**src/rtl/pdh_pkg.sv**
```systemverilog
// Shared types, constants and helpers for the PDH actuator output stage.
// Data paths are signed 16-bit; the DAC takes a 14-bit offset-binary word.
package pdh_pkg;

   localparam int DW    = 16;
   localparam int DAC_W = 14;

   typedef enum logic [1:0] {
      ST_IDLE  = 2'd0,
      ST_SWEEP = 2'd1,
      ST_LOCK  = 2'd2,
      ST_HOLD  = 2'd3
   } state_t;

   localparam logic [1:0] MODE_HOLD  = 2'd0;
   localparam logic [1:0] MODE_SWEEP = 2'd1;
   localparam logic [1:0] MODE_LOCK  = 2'd2;
   localparam logic [1:0] MODE_RSVD  = 2'd3;

   function automatic logic signed [DW-1:0] sat16(input logic signed [DW+1:0] x);
      if (x > 18'sd32767) begin
         return 16'sh7FFF;
      end else if (x < -18'sd32768) begin
         return 16'sh8000;
      end else begin
         return x[DW-1:0];
      end
   endfunction

   // Upper bound applied first, so an inverted window resolves to lo.
   function automatic logic signed [DW-1:0] clamp_win(input logic signed [DW+1:0] x,
                                                      input logic signed [DW+1:0] lo,
                                                      input logic signed [DW+1:0] hi);
      logic signed [DW+1:0] y;
      y = x;
      if (y > hi) y = hi;
      if (y < lo) y = lo;
      return sat16(y);
   endfunction

   function automatic logic [DAC_W-1:0] to_offset_binary(input logic signed [DW-1:0] x);
      return {~x[DW-1], x[DW-2:2]};
   endfunction

endpackage

```
**src/rtl/pdh_actuator_out_slew_limiter.sv**
```systemverilog
// Combinational slew limiter: moves from cur_i toward tgt_i by at most slew_i.
// A slew of zero means the target is taken directly.
module slew_limiter
   import pdh_pkg::*;
(
   input  logic signed [DW-1:0] cur_i,
   input  logic signed [DW-1:0] tgt_i,
   input  logic        [DW-1:0] slew_i,
   output logic signed [DW-1:0] nxt_o,
   output logic                 limited_o
);

   logic signed [DW:0] delta;
   logic        [DW:0] mag;

   always_comb begin
      delta     = {tgt_i[DW-1], tgt_i} - {cur_i[DW-1], cur_i};
      mag       = delta[DW] ? (~delta + {{DW{1'b0}}, 1'b1}) : delta;
      limited_o = (slew_i != '0) && (mag > {1'b0, slew_i});
      nxt_o     = tgt_i;
      // The limited step always lands between cur and tgt, so 16 bits cannot wrap.
      if (limited_o) begin
         nxt_o = delta[DW] ? (cur_i - slew_i) : (cur_i + slew_i);
      end
   end

endmodule

```
**src/rtl/pdh_actuator_out.sv**
```systemverilog
// PDH actuator output: offset, window clamp and slew limit on the PID correction,
// plus a triangle acquisition sweep, driving an offset-binary DAC word.
module pdh_actuator_out
   import pdh_pkg::*;
(
   input  logic                 clk,
   input  logic                 rst,
   input  logic                 enable_i,
   input  logic [1:0]           mode_i,
   input  logic signed [DW-1:0] pid_dat_i,
   input  logic                 pid_strobe_i,
   input  logic signed [DW-1:0] offset_i,
   input  logic signed [DW-1:0] lim_lo_i,
   input  logic signed [DW-1:0] lim_hi_i,
   input  logic [DW-1:0]        slew_i,
   input  logic [DW-1:0]        sweep_step_i,
   input  logic [DAC_W-1:0]     sweep_div_i,
   output logic [DAC_W-1:0]     dac_o,
   output logic                 dac_valid_o,
   output logic                 sat_o,
   output logic                 slew_o,
   output logic [1:0]           state_o
);

   state_t                state_q, state_d;
   logic signed [DW-1:0]  out_q, out_d;
   logic signed [DW-1:0]  target_q, target_d;
   logic                  s1_valid_q, s1_valid_d;
   logic                  s1_sat_q, s1_sat_d;
   logic [DAC_W-1:0]      cnt_q, cnt_d;
   logic                  dir_dn_q, dir_dn_d;
   logic                  sat_q, sat_d;
   logic                  slew_q, slew_d;
   logic                  dac_valid_q, dac_valid_d;

   logic signed [DW+1:0]  lo_x, hi_x, lk_sum, sw_raw;
   logic signed [DW-1:0]  lk_tgt, sw_tgt, sl_tgt, sl_nxt;
   logic                  lk_sat, sw_turn_up, sw_turn_dn, sw_sat, sl_lim;

   always_comb begin
      lo_x       = {{2{lim_lo_i[DW-1]}}, lim_lo_i};
      hi_x       = {{2{lim_hi_i[DW-1]}}, lim_hi_i};
      lk_sum     = {{2{pid_dat_i[DW-1]}}, pid_dat_i} + {{2{offset_i[DW-1]}}, offset_i};
      lk_tgt     = clamp_win(lk_sum, lo_x, hi_x);
      lk_sat     = (lk_sum > hi_x) || (lk_sum < lo_x);
      sw_raw     = dir_dn_q ? ({{2{out_q[DW-1]}}, out_q} - {2'b00, sweep_step_i})
                            : ({{2{out_q[DW-1]}}, out_q} + {2'b00, sweep_step_i});
      sw_turn_up = !dir_dn_q && (sw_raw >= hi_x);
      sw_turn_dn = dir_dn_q && (sw_raw <= lo_x);
      sw_tgt     = clamp_win(sw_raw, lo_x, hi_x);
      sw_sat     = sw_turn_up || sw_turn_dn || (sw_raw > hi_x) || (sw_raw < lo_x);
      sl_tgt     = (state_q == ST_SWEEP) ? sw_tgt : target_q;
   end

   // Both paths slew from the live out_q, which is what makes handovers bumpless.
   slew_limiter u_slew (
      .cur_i     (out_q),
      .tgt_i     (sl_tgt),
      .slew_i    (slew_i),
      .nxt_o     (sl_nxt),
      .limited_o (sl_lim)
   );

   always_comb begin
      state_d = ST_IDLE;
      if (enable_i) begin
         case (mode_i)
            MODE_SWEEP: state_d = ST_SWEEP;
            MODE_LOCK:  state_d = ST_LOCK;
            default:    state_d = ST_HOLD;
         endcase
      end

      out_d       = out_q;
      target_d    = target_q;
      s1_valid_d  = 1'b0;
      s1_sat_d    = s1_sat_q;
      cnt_d       = '0;
      dir_dn_d    = dir_dn_q;
      sat_d       = sat_q;
      slew_d      = slew_q;
      dac_valid_d = 1'b0;

      case (state_q)
         ST_IDLE: begin
            out_d    = '0;
            dir_dn_d = 1'b0;
            sat_d    = 1'b0;
            slew_d   = 1'b0;
         end
         ST_SWEEP: begin
            if (cnt_q >= sweep_div_i) begin
               out_d       = sl_nxt;
               sat_d       = sw_sat;
               slew_d      = sl_lim;
               dac_valid_d = 1'b1;
               if (sw_turn_up) begin
                  dir_dn_d = 1'b1;
               end else if (sw_turn_dn) begin
                  dir_dn_d = 1'b0;
               end
            end else begin
               cnt_d = cnt_q + {{(DAC_W-1){1'b0}}, 1'b1};
            end
         end
         ST_LOCK: begin
            s1_valid_d = pid_strobe_i;
            if (pid_strobe_i) begin
               target_d = lk_tgt;
               s1_sat_d = lk_sat;
            end
            // Stage 2 only commits while still locked; otherwise the target is dropped.
            if (s1_valid_q) begin
               out_d       = sl_nxt;
               sat_d       = s1_sat_q;
               slew_d      = sl_lim;
               dac_valid_d = 1'b1;
            end
         end
         default: begin
         end
      endcase
   end

   always_ff @(posedge clk or posedge rst) begin
      if (rst) begin
         state_q     <= ST_IDLE;
         out_q       <= '0;
         target_q    <= '0;
         s1_valid_q  <= 1'b0;
         s1_sat_q    <= 1'b0;
         cnt_q       <= '0;
         dir_dn_q    <= 1'b0;
         sat_q       <= 1'b0;
         slew_q      <= 1'b0;
         dac_valid_q <= 1'b0;
      end else begin
         state_q     <= state_d;
         out_q       <= out_d;
         target_q    <= target_d;
         s1_valid_q  <= s1_valid_d;
         s1_sat_q    <= s1_sat_d;
         cnt_q       <= cnt_d;
         dir_dn_q    <= dir_dn_d;
         sat_q       <= sat_d;
         slew_q      <= slew_d;
         dac_valid_q <= dac_valid_d;
      end
   end

   assign dac_o       = to_offset_binary(out_q);
   assign dac_valid_o = dac_valid_q;
   assign sat_o       = sat_q;
   assign slew_o      = slew_q;
   assign state_o     = state_q;

endmodule

```
**config.mk**
```make
export PLATFORM = sky130hd
export DESIGN_NAME = pdh_actuator_out
export DESIGN_NICKNAME = d
export VERILOG_FILES = /design/src/rtl/pdh_pkg.sv /design/src/rtl/pdh_actuator_out_slew_limiter.sv /design/src/rtl/pdh_actuator_out.sv
export SDC_FILE = /design/constraint.sdc
export NUM_CORES = 1
export LEC_CHECK = 0
export BUFFER_PORTS_ARGS = -buffer_cell sky130_fd_sc_hd__buf_2
export CAP_MARGIN = 20
export CELL_PAD_IN_SITES_DETAIL_PLACEMENT = 0
export CELL_PAD_IN_SITES_GLOBAL_PLACEMENT = 2
export CORE_ASPECT_RATIO = 2
export CORE_UTILIZATION = 39
export DETAILED_ROUTE_END_ITERATION = 7
export PLACE_DENSITY_LB_ADDON = 0.1
export SYNTH_ARGS = -nofsm -noshare
export SYNTH_HDL_FRONTEND = slang
export SYNTH_SLANG_ARGS = --single-unit
```
**constraint.sdc**
```tcl
create_clock -name clk -period 31 [get_ports clk]
set_clock_uncertainty 0.15 [all_clocks]
set_input_delay 0 -clock clk [delete_from_list [all_inputs] [get_ports clk]]
set_output_delay 0 -clock clk [all_outputs]
set_load 0.02 [all_outputs]
```
Word-level counts from Yosys, hierarchy flattened
Cells that the tools add are included.
- flip-flop bits (word level): 54
- input bits: 116
- logic and storage cells: 90
- add/subtract/negate cells: 8
- $lt $le $gt $ge: 14
- equality and inequality tests: 7
- muxes and demuxes: 34
- bitwise gates (word level): 2
- reductions and logical operators: 15
- operators by type and width (cell ; count):
    $mux W16 ; 9
    $mux W18 ; 5
    $lt A18 B16 Y1 ; 3
    $pmux W16 S3 ; 1
    $gt A18 B16 Y1 const B ; 2
    $lt A18 B16 Y1 const B ; 2
    $gt A17 B16 Y1 ; 2
    $mux W14 ; 2
    $add A16 B17 Y18 ; 1
    $ge A18 B16 Y1 ; 1
    $gt A18 B16 Y1 ; 1
    $le A18 B16 Y1 ; 1
    $sub A16 B17 Y18 ; 1
    $add A16 B16 Y17 ; 1
    $add A17 B1 Y17 const B ; 1
    $lt A17 B16 Y1 ; 1
    $mux W17 ; 1
    $not A17 Y17 ; 1
    $sub A16 B16 Y17 ; 1
    $add A16 B16 Y16 ; 1
    $reduce_bool A16 Y1 ; 1
    $sub A16 B16 Y16 ; 1
    $add A14 B1 Y14 const B ; 1
    $ge A14 B14 Y1 ; 1
    19 further kinds ; 38

Longest topological paths before layout
Gate-level depths: netlist (run 1).
- depth after elaboration: 19
- depth in mapped cells: 65
- gate-level depth less buffers: 60

By module
A second synthesis (run 1) with hierarchy kept.
- cell total of the unflattened synthesis: 1427
- area, all modules: 11058.1 µm²
- modules (own cells, without submodules) (module ; times used ; cells each ; area each (µm²) ; seq. area each (µm²)):
    pdh_actuator_out ; 1 ; 1020 ; 8105.3 ; 1351.3
    slew_limiter ; 1 ; 407 ; 2952.8 ; 0.0

Worst setup path after synthesis (run 1)
Ideal clock, no wire load.
- path kind: register to register
- start point: register dir_dn_q
- end point: register out_q[3]
- setup time: 126 ps
- arrival time: 11934 ps
- required time: 30724 ps
- slack: 18790 ps
- stages on the path, launching flop included: 57
- buffers on the path: 7
- period minus slack after synthesis: 12210 ps
- path through: dfrtp_1 clkbuf_1 clkbuf_1 mux2i_1 ha_1 nor2b_1 o2111a_1 o31a_1 o31a_1 o221a_2 a31o_1 a21oi_2 xnor2_1 ha_1 nand4_1 or2_2 o211ai_2 mux2i_2 [21 not listed] nand2_1 nor2_1 xnor2_1 or4b_1 or3b_1 nor3_1 nor2_1 xnor2_1 ha_1 and4_1 nand3_1 o41ai_1 a21oi_1 a41oi_1 nand3b_4 buf_2 nor2_1 a221o_1
- cells in the longest elaborated chain, start to end: 18
- ends and longest elaborated chain (item ; RTL line ; RTL):
    start, declared ; pdh_actuator_out.sv:31 ; logic dir_dn_q, dir_dn_d;
    start signal, assigned ; pdh_actuator_out.sv:144 ; dir_dn_q <= dir_dn_d;
    $mux W18 * ; pdh_actuator_out.sv:46 ; sw_raw = dir_dn_q ? ({{2{out_q[DW-1]}}, out_q} - {2'b00, sweep_step_i})
    $gt A18 B16 Y1 ; pdh_pkg.sv:36 ; if (y > hi) y = hi;
    $mux W18 * ; pdh_pkg.sv:36 ;
    $lt A18 B16 Y1 ; pdh_pkg.sv:37 ; if (y < lo) y = lo;
    $mux W18 * ; pdh_pkg.sv:37 ;
    $lt A18 B16 Y1 ; pdh_pkg.sv:23 ; end else if (x < -18'sd32768) begin
    $mux W16 ; pdh_pkg.sv:23 ;
    $mux W16 * ; pdh_pkg.sv:21 ; if (x > 18'sd32767) begin
    [2 not listed] ; -- ;
    $not A17 Y17 ; pdh_actuator_out_slew_limiter.sv:18 ; mag = delta[DW] ? (~delta + {{DW{1'b0}}, 1'b1}) : delta;
    $add A17 B1 Y17 ; pdh_actuator_out_slew_limiter.sv:18 ;
    $mux W17 ; pdh_actuator_out_slew_limiter.sv:18 ;
    $gt A17 B16 Y1 ; pdh_actuator_out_slew_limiter.sv:19 ; limited_o = (slew_i != '0) && (mag > {1'b0, slew_i});
    $logic_and A1 B1 Y1 ; pdh_actuator_out_slew_limiter.sv:19 ;
    $mux W16 * ; pdh_actuator_out_slew_limiter.sv:22 ; if (limited_o) begin
    $mux W16 (on tied branches) ; pdh_actuator_out.sv:113, pdh_actuator_out.sv:92 ;
    $pmux W16 S3 * ; pdh_actuator_out.sv:84 ; case (state_q)
    end signal, assigned ; pdh_actuator_out.sv:139 ; out_q <= out_d;
    end, declared ; pdh_actuator_out.sv:26 ; logic signed [DW-1:0] out_q, out_d;
Mark *: on every way between the ends. The rest lies on a longest branch, timed or not. The select of a mux whose other input is x is not followed.
A chain may end at the register's enable or synchronous reset.

Worst setup path in the final report (run 1)
- start point: register dir_dn_q
- end point: register out_q[4]
The elaborated chain is that of the path after synthesis.

==> results of run 1 <==
==> stage by stage <==
step	instance area, µm²	hold slack [ns]	cells
floorplan	10320	-0.04829	1290
global placement	11230	0.04795	1730
detailed placement	11230	0.05965	1730
CTS	11510	0.01965	1751
global route	11510	0.03649	1751
finish	11510	0.01928	1751
==> synth_stat cells (19+ instances only) <==
library cell / number
sky130_fd_sc_hd__mux2_2: 21
sky130_fd_sc_hd__mux2i_1: 26
sky130_fd_sc_hd__inv_1: 117
sky130_fd_sc_hd__ha_1: 204
sky130_fd_sc_hd__nor3_1: 27
sky130_fd_sc_hd__nand4_1: 24
sky130_fd_sc_hd__xnor2_1: 70
sky130_fd_sc_hd__o22a_1: 27
sky130_fd_sc_hd__nand2b_1: 19
sky130_fd_sc_hd__xor2_1: 31
sky130_fd_sc_hd__nor2b_1: 23
sky130_fd_sc_hd__o21ai_0: 50
sky130_fd_sc_hd__nand3_1: 27
sky130_fd_sc_hd__nor2_1: 126
sky130_fd_sc_hd__nand2_1: 70
sky130_fd_sc_hd__a21o_1: 55
sky130_fd_sc_hd__dfrtp_1: 54
sky130_fd_sc_hd__a21oi_1: 92
==> placed cells by master (no fill, tap or decap), types with 8 or more instances in the layout <==
cell and instances:
sky130_fd_sc_hd__buf_2 134, sky130_fd_sc_hd__nor2_1 126, sky130_fd_sc_hd__nor3_1 27, sky130_fd_sc_hd__nand3_1 27, sky130_fd_sc_hd__o21ai_0 50, sky130_fd_sc_hd__nor2b_1 23, sky130_fd_sc_hd__a21oi_1 92, sky130_fd_sc_hd__or2_2 8
sky130_fd_sc_hd__nand2_1 70, sky130_fd_sc_hd__xnor2_1 70, sky130_fd_sc_hd__nor4_1 9, sky130_fd_sc_hd__mux2_2 21, sky130_fd_sc_hd__o21a_1 15, sky130_fd_sc_hd__xor2_1 31, sky130_fd_sc_hd__dfrtp_1 54, sky130_fd_sc_hd__o31ai_1 9
sky130_fd_sc_hd__nand4_1 24, sky130_fd_sc_hd__a211oi_1 12, sky130_fd_sc_hd__a31oi_1 12, sky130_fd_sc_hd__nand2b_1 19, sky130_fd_sc_hd__a221o_1 11, sky130_fd_sc_hd__inv_1 116, sky130_fd_sc_hd__o22a_1 27, sky130_fd_sc_hd__and3_1 9
sky130_fd_sc_hd__dlygate4sd3_1 14, sky130_fd_sc_hd__a21o_1 55, sky130_fd_sc_hd__ha_1 204, sky130_fd_sc_hd__mux2i_1 26
==> area by class of cell <==
type                            instances  area, µm²  share of cell area (%)
Inverter                              117      439.2                   3.814
Sequential cell                        54       1351                   11.74
Timing Repair Buffer                  154      855.8                   7.433
Clock buffer                            5      125.1                   1.087
Tap cell                              340      425.4                   3.695
Clock inverter                          2      13.76                  0.1195
Multi-Input combinational cell       1079       8303                   72.11
==> layer usage <==
layer	vias to the layer above	track usage, %
met4	0	14.91
met3	82	1.410
li1	4914	-
met2	182	57.51
met1	4598	23.12
met5	-	0
==> report_power, final <==
group | total [W] | switching [W] | internal (W)
sequential | 0.000112 | 0.0000218 | 0.0000904
clock | 0.0000589 | 0.0000291 | 0.0000298
combinational | 0.00120 | 0.000685 | 0.000513
==> worst max-delay path: cells and delay by family, from the launching register on <==
family                     cells  cell delay (ns)
buffers and inverters          1             0.34
muxes                          4             2.00
and+or+nand+nor               16             3.89
DFF                            1             0.87
AOI/OAI and AO/OA             21             4.79
xor gates and xnor gates       3             0.47
adders and majority gates      6             2.06
==> kinds of logic (layout without fill, tap and decap cells) <==
kind of cell	Yosys count	in the layout
adders and majority gates	208	208
xor gates and xnor gates	101	101
DFF	54	54
muxes	48	48
buffers and inverters	157	278
AOI/OAI and AO/OA	351	351
and+or+nand+nor	371	371
==> worst max-delay path by stage <==
stage	cells past startpoint	start	slack [ns]	end
2_1_floorplan	56	dir_dn_q$_DFFE_PP0P_	18.79	out_q[3]$_DFFE_PP0P_
3_3_place_gp	55	sweep_step_i[3]	16.41	out_q[4]$_DFFE_PP0P_
3_5_place_dp	55	sweep_step_i[3]	16.15	out_q[4]$_DFFE_PP0P_
4_1_cts	52	dir_dn_q$_DFFE_PP0P_	16.27	out_q[4]$_DFFE_PP0P_
5_1_grt	52	dir_dn_q$_DFFE_PP0P_	15.35	out_q[6]$_DFFE_PP0P_
6_report	51	dir_dn_q$_DFFE_PP0P_	16.28	out_q[4]$_DFFE_PP0P_
==> state kept, by name, summed over array words and instances, names as in the netlist, 2 cells and up <==
signal    count
out_q        16
cnt_q        14
state_o       2
target_q     16
==> impl_summary.log, run 1 <==
INFO  metric cell_type_with_the_highest_occurrence_count_on_the_critical_path = sky130_fd_sc_hd__ha_1
INFO  metric grt_pass1_wl = 54,510 µm
INFO  metric core_area = 25,860 µm²
INFO  metric grt_antenna_before_repair = 0
INFO  metric final_util = 44.53%
INFO  metric die_w = 117.1 µm
INFO  metric worstRegToRegCells = 51
INFO  metric netlist_area = 10,320 µm²
INFO  metric gpl.final_weighted_congestion = 0.8974
INFO  metric num_vias = 9,776
INFO  metric via_count_of_the_first_global_routing_pass = 10,500
INFO  metric yosys.area_share.xor_xnor = 8.568%
INFO  metric final_hold_viol_count = 0
INFO  metric largest_family_of_logic_cells_by_synthesized_area = adder cells
INFO  metric setup-tns-final = 0 ns
INFO  metric tritoncts_num_sinks = 54
INFO  metric synth_adder_area_share = 25.50%
INFO  metric synth-edff-count = 0
INFO  metric detailedRoute.firstIterationViolations = 343
INFO  metric numCtsBuffers = 5
INFO  metric synth_seq_area_share = 13.09%
INFO  metric clk_latency = 0.31 ns
INFO  metric fin_nets = 1,735
INFO  metric synthSimpleGateAreaFrac = 17.62%
INFO  metric cts_buffer_depth = 2
INFO  metric number_of_levels_in_the_clock_h_tree = 2
INFO  metric worst_setup_path_start_kind = register
INFO  metric number_of_diodes = 0
INFO  metric worst_pin_slew = 1.063 ns
INFO  metric detail_route.wirelength.met1 = 11,540 µm
INFO  metric die_h = 232.1 µm
INFO  metric timing.critical_path.slowest_cell_delay = 0.87 ns
INFO  metric syn_nets = 1,614
INFO  metric first_pass_iters = 4
INFO  metric postSynthRegisterBits = 54
INFO  metric globalRouteOverflowTotal = 0
INFO  metric initial_utilization = 39.93%
INFO  metric routed_wirelength = 35,190 µm
INFO  metric cp_data_arrival_time = 14.77 ns
INFO  metric synth_ff_type = sky130_fd_sc_hd__dfrtp_1
INFO  metric postSynth.asyncResetShare = 100.0%
INFO  metric power-per-cell-area = 118.9 nW/µm²
INFO  metric vdd_drop_max = 0.1144 mV
INFO  metric place_ws = 16.15 ns
INFO  metric drc = 0
INFO  metric die_area = 27,170 µm²
INFO  metric synth.mux.area_fraction = 4.944%
INFO  metric setup_slack = 16.28 ns
INFO  metric netlist.area_leader.share = 24.72%
INFO  metric min_path_type = in -> reg
INFO  metric netlist_instances = 1,290
INFO  metric holdCritStartpoint = lim_lo_i[11]
INFO  metric timing.setup.critical_path_class = reg -> reg
INFO  metric largest_cells_by_area_after_synthesis = sky130_fd_sc_hd__ha_1, sky130_fd_sc_hd__dfrtp_1, sky130_fd_sc_hd__xnor2_1
INFO  metric max-slew-margin-rel = 28.45%
INFO  metric hold-path-cell-count = 4
INFO  metric critical_path.slowest_cell = sky130_fd_sc_hd__dfrtp_1
INFO  metric setup.reg_to_reg.worst_slack = 16.28 ns
INFO  metric area_added_between_synthesis_and_finish = 11.51%
INFO  metric leakagePower = 5.815 nW
INFO  metric i_o_pin_count = 135
INFO  metric wl_met2 = 21,150 µm
INFO  metric via_per_inst = 5.583
INFO  metric clock_tree.root_cell = sky130_fd_sc_hd__clkbuf_16
INFO  metric synth-compound-area-share = 23.79%
INFO  metric power = 0.001368 W
INFO  metric crit-reg2reg-launch = dir_dn_q$_DFFE_PP0P_
INFO  metric final_antenna_net_count = 0
INFO  metric path_max_fanout = 20
INFO  metric timing.hold.worst_endpoint = target_q[11]$_DFFE_PP0P_
INFO  metric cts_repair_resize_count = 0
INFO  metric port_buffers = 134
INFO  metric layout.filler_cells = 2,697
INFO  metric postCtsHoldBufs = 14
INFO  metric status = complete, no violations
INFO  metric track_usage = 26.92%
INFO  metric detailroute.wirelength.met3 = 555 µm
INFO  metric endpoint_kind = register
INFO  metric yosysUniqueCellTypes = 72
INFO  metric dpl.hpwl = 31,020 µm
INFO  metric post_cts.repair.setup_buffers = 0
INFO  metric fin_crit_sh = 47.50%
INFO  metric cp_data_required_time = 31.05 ns
INFO  metric cts_tree = yes
INFO  metric fmax = 67.91 MHz
INFO  metric synth_top_cell_by_area = sky130_fd_sc_hd__ha_1
INFO  metric drive_above_1_share = 13.75%
INFO  metric post-route-min-period = 14.72 ns
INFO  metric maxUsedRoutingLayer = met4
INFO  metric finalSetupViolations = 0
INFO  metric clk_pin_slew = 0.08 ns
INFO  metric cap_violations = 0
INFO  metric syn_area_per_cell = 8.004 µm²
INFO  metric placement_rows = 83
INFO  metric max_slew_violation_total_from_the_final_report = 0
INFO  metric grt_max_degree = 55
INFO  metric yosysWarnings = 0
INFO  metric timing.rr.end = out_q[4]$_DFFE_PP0P_
INFO  metric unrepaired_setup_endpoints_after_global_routing = no
INFO  metric post_drt_wl_per_cell = 20.09 µm
(Power assumes the default switching activity.)
==> run 2, diff against run 1 <==
--- a/config.mk
+++ b/config.mk
@@ -5,12 +5,13 @@
 export SDC_FILE = /design/constraint.sdc
 export NUM_CORES = 1
 export LEC_CHECK = 0
+export ABC_AREA = 1
 export BUFFER_PORTS_ARGS = -buffer_cell sky130_fd_sc_hd__buf_2
 export CAP_MARGIN = 20
 export CELL_PAD_IN_SITES_DETAIL_PLACEMENT = 0
 export CELL_PAD_IN_SITES_GLOBAL_PLACEMENT = 2
 export CORE_ASPECT_RATIO = 2
-export CORE_UTILIZATION = 39
+export CORE_UTILIZATION = 33
 export DETAILED_ROUTE_END_ITERATION = 7
 export PLACE_DENSITY_LB_ADDON = 0.1
 export SYNTH_ARGS = -nofsm -noshare
==> constraint.sdc (replaced) <==
create_clock -name clk -period 14.5 [get_ports clk]
set_clock_uncertainty 0.15 [all_clocks]
set_input_delay 0 -clock clk [delete_from_list [all_inputs] [get_ports clk]]
set_output_delay 0 -clock clk [all_outputs]
set_load 0.02 [all_outputs]
==> run 2 against run 1 <==
Sequential share of layout area fell by 0.73 points. Final cell count up 28%. Worst setup slack worse by 15 ns. Clock-buffer cell count unchanged. Cell area is 6.6% higher. Synthesized area rose by 7.1%. Routed wire length rose by 14%. Largest cell class unchanged. Critical path depth up 19. Via count rose by 15%. Register-to-register slack got worse by 15 ns. Non-clock buffer count down 10.
==> impl_summary.log, run 2 <==
INFO  metric core_area = 32,930 µm²
INFO  metric synth_seq_area_share = 12.21%
INFO  metric initial_utilization = 33.59%
INFO  metric die_area = 34,310 µm²
INFO  metric mostFrequentLayoutCell = sky130_fd_sc_hd__nand2_1
INFO  metric port_buffers = 134
INFO  metric cell_type_with_the_highest_occurrence_count_on_the_critical_path = sky130_fd_sc_hd__nand2_1
INFO  metric final_hold_viol_count = 0
INFO  metric drive_above_1_share = 13.07%
INFO  metric synth_most_common_cell = sky130_fd_sc_hd__nand2_1
INFO  metric multiInputGateArea = 8481 µm²
INFO  metric worst_setup_path_start_kind = register
INFO  metric drc = 0
INFO  metric cp_data_arrival_time = 13.00 ns
INFO  metric status = complete, no violations
INFO  metric critical_path.slowest_cell = sky130_fd_sc_hd__dfrtp_1
INFO  metric number_of_levels_in_the_clock_h_tree = 2
INFO  metric layout.filler_cells = 3,727
INFO  metric netlist_area = 11,060 µm²
INFO  metric post_drt_wl_per_cell = 17.78 µm
INFO  metric yosys.area_share.xor_xnor = 7.985%
INFO  metric setup-tns-final = 0 ns
INFO  metric clk_pin_slew = 0.09 ns
INFO  metric die_h = 260.9 µm
INFO  metric synth.mux.area_fraction = 0%
INFO  metric finalSetupViolations = 0
INFO  metric synth-edff-count = 0
INFO  metric fin_nets = 2,136
INFO  metric yosysUniqueCellTypes = 58
INFO  metric cap_violations = 0
INFO  metric track_usage = 23.58%
INFO  metric post_dp_cell_area = 12,060 µm²
INFO  metric fin_crit_sh = 88.88%
INFO  metric clock_tree.root_cell = sky130_fd_sc_hd__clkbuf_16
INFO  metric unrepaired_setup_endpoints_after_global_routing = no
INFO  metric grt_pass1_wl = 61,580 µm
INFO  metric netlist_instances = 1,703
INFO  metric netlist.area_leader.share = 23.07%
INFO  metric clk_latency = 0.32 ns
INFO  metric via_count_of_the_first_global_routing_pass = 11,740
INFO  metric endpoint_kind = register
INFO  metric postSynth.asyncResetShare = 100.0%
INFO  metric synth-compound-area-share = 16.81%
INFO  metric synth_adder_area_share = 23.80%
INFO  metric detailedRoute.firstIterationViolations = 298
INFO  metric yosysWarnings = 0
INFO  metric cp_data_required_time = 14.61 ns
INFO  metric syn_nets = 2,027
INFO  metric path_max_fanout = 30
INFO  metric placement_rows = 94
INFO  metric max-slew-margin-rel = 33.51%
INFO  metric area_added_between_synthesis_and_finish = 10.94%
INFO  metric yosys-top-cells-count = sky130_fd_sc_hd__nand2_1, sky130_fd_sc_hd__inv_1, sky130_fd_sc_hd__ha_1
INFO  metric num_vias = 11,200
INFO  metric final_antenna_net_count = 0
INFO  metric ff_latch_area = 1351 µm²
INFO  metric gpl.final_weighted_congestion = 0.8965
INFO  metric first_pass_iters = 4
INFO  metric worst_pin_slew = 0.9950 ns
INFO  metric fmax = 77.59 MHz
INFO  metric syn_area_per_cell = 6.496 µm²
INFO  metric via_per_inst = 4.987
INFO  metric timing.setup.critical_path_class = reg -> reg
INFO  metric synth_top_cell_by_area = sky130_fd_sc_hd__ha_1
INFO  metric cts_buffer_depth = 2
INFO  metric most-common-layout-cells = sky130_fd_sc_hd__nand2_1, sky130_fd_sc_hd__inv_1, sky130_fd_sc_hd__ha_1
INFO  metric routed_wirelength = 39,940 µm
INFO  metric dpl.hpwl = 35,270 µm
INFO  metric synth_ff_type = sky130_fd_sc_hd__dfrtp_1
INFO  metric die_w = 131.5 µm
INFO  metric postSynthRegisterBits = 54
INFO  metric post_cts.repair.setup_buffers = 0
INFO  metric biggestRegsByFlops = out_q: 16 flops, target_q: 16 flops, cnt_q: 14 flops
INFO  metric post-route-min-period = 12.89 ns
INFO  metric tritoncts_num_sinks = 54
INFO  metric globalRouteOverflowTotal = 0
INFO  metric cts_tree = yes
INFO  metric min_path_type = in -> reg
INFO  metric fin_area = 12,270 µm²
INFO  metric timing.critical_path.slowest_cell_delay = 0.62 ns
INFO  metric numCtsBuffers = 5
INFO  metric i_o_pin_count = 135
INFO  metric max_slew_violation_total_from_the_final_report = 0
INFO  metric synthSimpleGateAreaFrac = 28.00%
INFO  metric grt_antenna_before_repair = 0
INFO  metric grt_max_degree = 55
INFO  metric largest_family_of_logic_cells_by_synthesized_area = simple AND/OR/NAND/NOR gates
INFO  metric largest_cells_by_area_after_synthesis = sky130_fd_sc_hd__ha_1, sky130_fd_sc_hd__nand2_1, sky130_fd_sc_hd__dfrtp_1
[run 2: changes by cell type in the layout (fill, tap and decap cells not counted), sizes merged, moves of 21 or more]
cell / delta
xor2: +45
nor2b: -23
inv: +143
a21o: -50
mux2i: -27
nand2: +365
a21oi: +62
xnor2: -46
nand3: +30
o21ai: +76
o22a: -27
mux2: -21
[run 2: metrics by stage]
| step | setup slack [ns] | cells | util (%) | hold WS, ns |
|---|---|---|---|---|
| 2_1_floorplan | 4.523 | 1703 | - | -0.06322 |
| 3_5_place_dp | 1.266 | 2232 | 36.62 | 0.04438 |
| 5_1_grt | 0.2112 | 2245 | 37.26 | 0.1459 |
| 6_report | 1.612 | 2246 | 37.27 | 0.07346 |
| 3_3_place_gp | 1.396 | 2232 | 36.62 | 0.03705 |
| 4_1_cts | 1.214 | 2245 | 37.24 | 0.09662 |
[run 2: area by class of cell]
type	instances	area share (%)
Timing Repair Buffer	144	6.178
Inverter	262	8.033
Multi-Input combinational cell	1345	69.10
Antenna cell	1	0.02039
Sequential cell	54	11.01
Tap cell	432	4.404
Clock buffer	5	1.019
Clock inverter	3	0.2345
[run 2: worst paths after layout]
kind,start,to,slack [ns],cells past startpoint
worst max register to register,dir_dn_q$_DFFE_PP0P_,out_q[15]$_DFFE_PP0P_,1.61,70
max in group asynchronous,rst,out_q[5]$_DFFE_PP0P_,13.34,4
min in group asynchronous,rst,cnt_q[13]$_DFF_PP0_,0.29,4
worst max-delay path,dir_dn_q$_DFFE_PP0P_,out_q[15]$_DFFE_PP0P_,1.61,70
worst min register to register,slew_o$_DFFE_PP0P_,slew_o$_DFFE_PP0P_,0.34,2
worst min-delay path,lim_lo_i[2],target_q[2]$_DFFE_PP0P_,0.07,5
[run 2: worst max-delay path: cells and delay by family (launching register included)]
family	cells	cell delay, ns
flip-flops	1	0.62
XOR/XNOR	3	0.48
adder cells (fa/ha/maj)	6	1.80
AO/OA/AOI/OAI	8	2.24
AND/OR/NAND/NOR	46	6.30
buffers and inverters	7	1.21
[run 2: timing repair]
action,CTS,global route
hold buffers,5,0
endpoints found under the setup margin,0,1
hold endpoints to repair,56,0
gates resized for setup,0,1
[run 2: logic make-up (layout without fill, tap and decap cells)]
| group | count (synthesis) | after routing |
|---|---|---|
| adder cells (fa/ha/maj) | 208 | 208 |
| other | 0 | 1 |
| AND/OR/NAND/NOR | 710 | 710 |
| AO/OA/AOI/OAI | 327 | 327 |
| XOR/XNOR | 100 | 100 |
| flip-flops | 54 | 54 |
| buffers and inverters | 304 | 414 |
[run 2: routing by layer]
metal	up-vias	global-route usage [%]	routed length (µm)
li1	5786	-	-
met1	5081	19.48	12760
met2	231	51.44	23660
met3	103	1.258	679
met4	0	16.25	2845
met5	-	0	0
Power of run 2 is left out: the tool's default activity adds up to more than one toggle a clock period on the data nets, which glitch-free logic cannot reach.
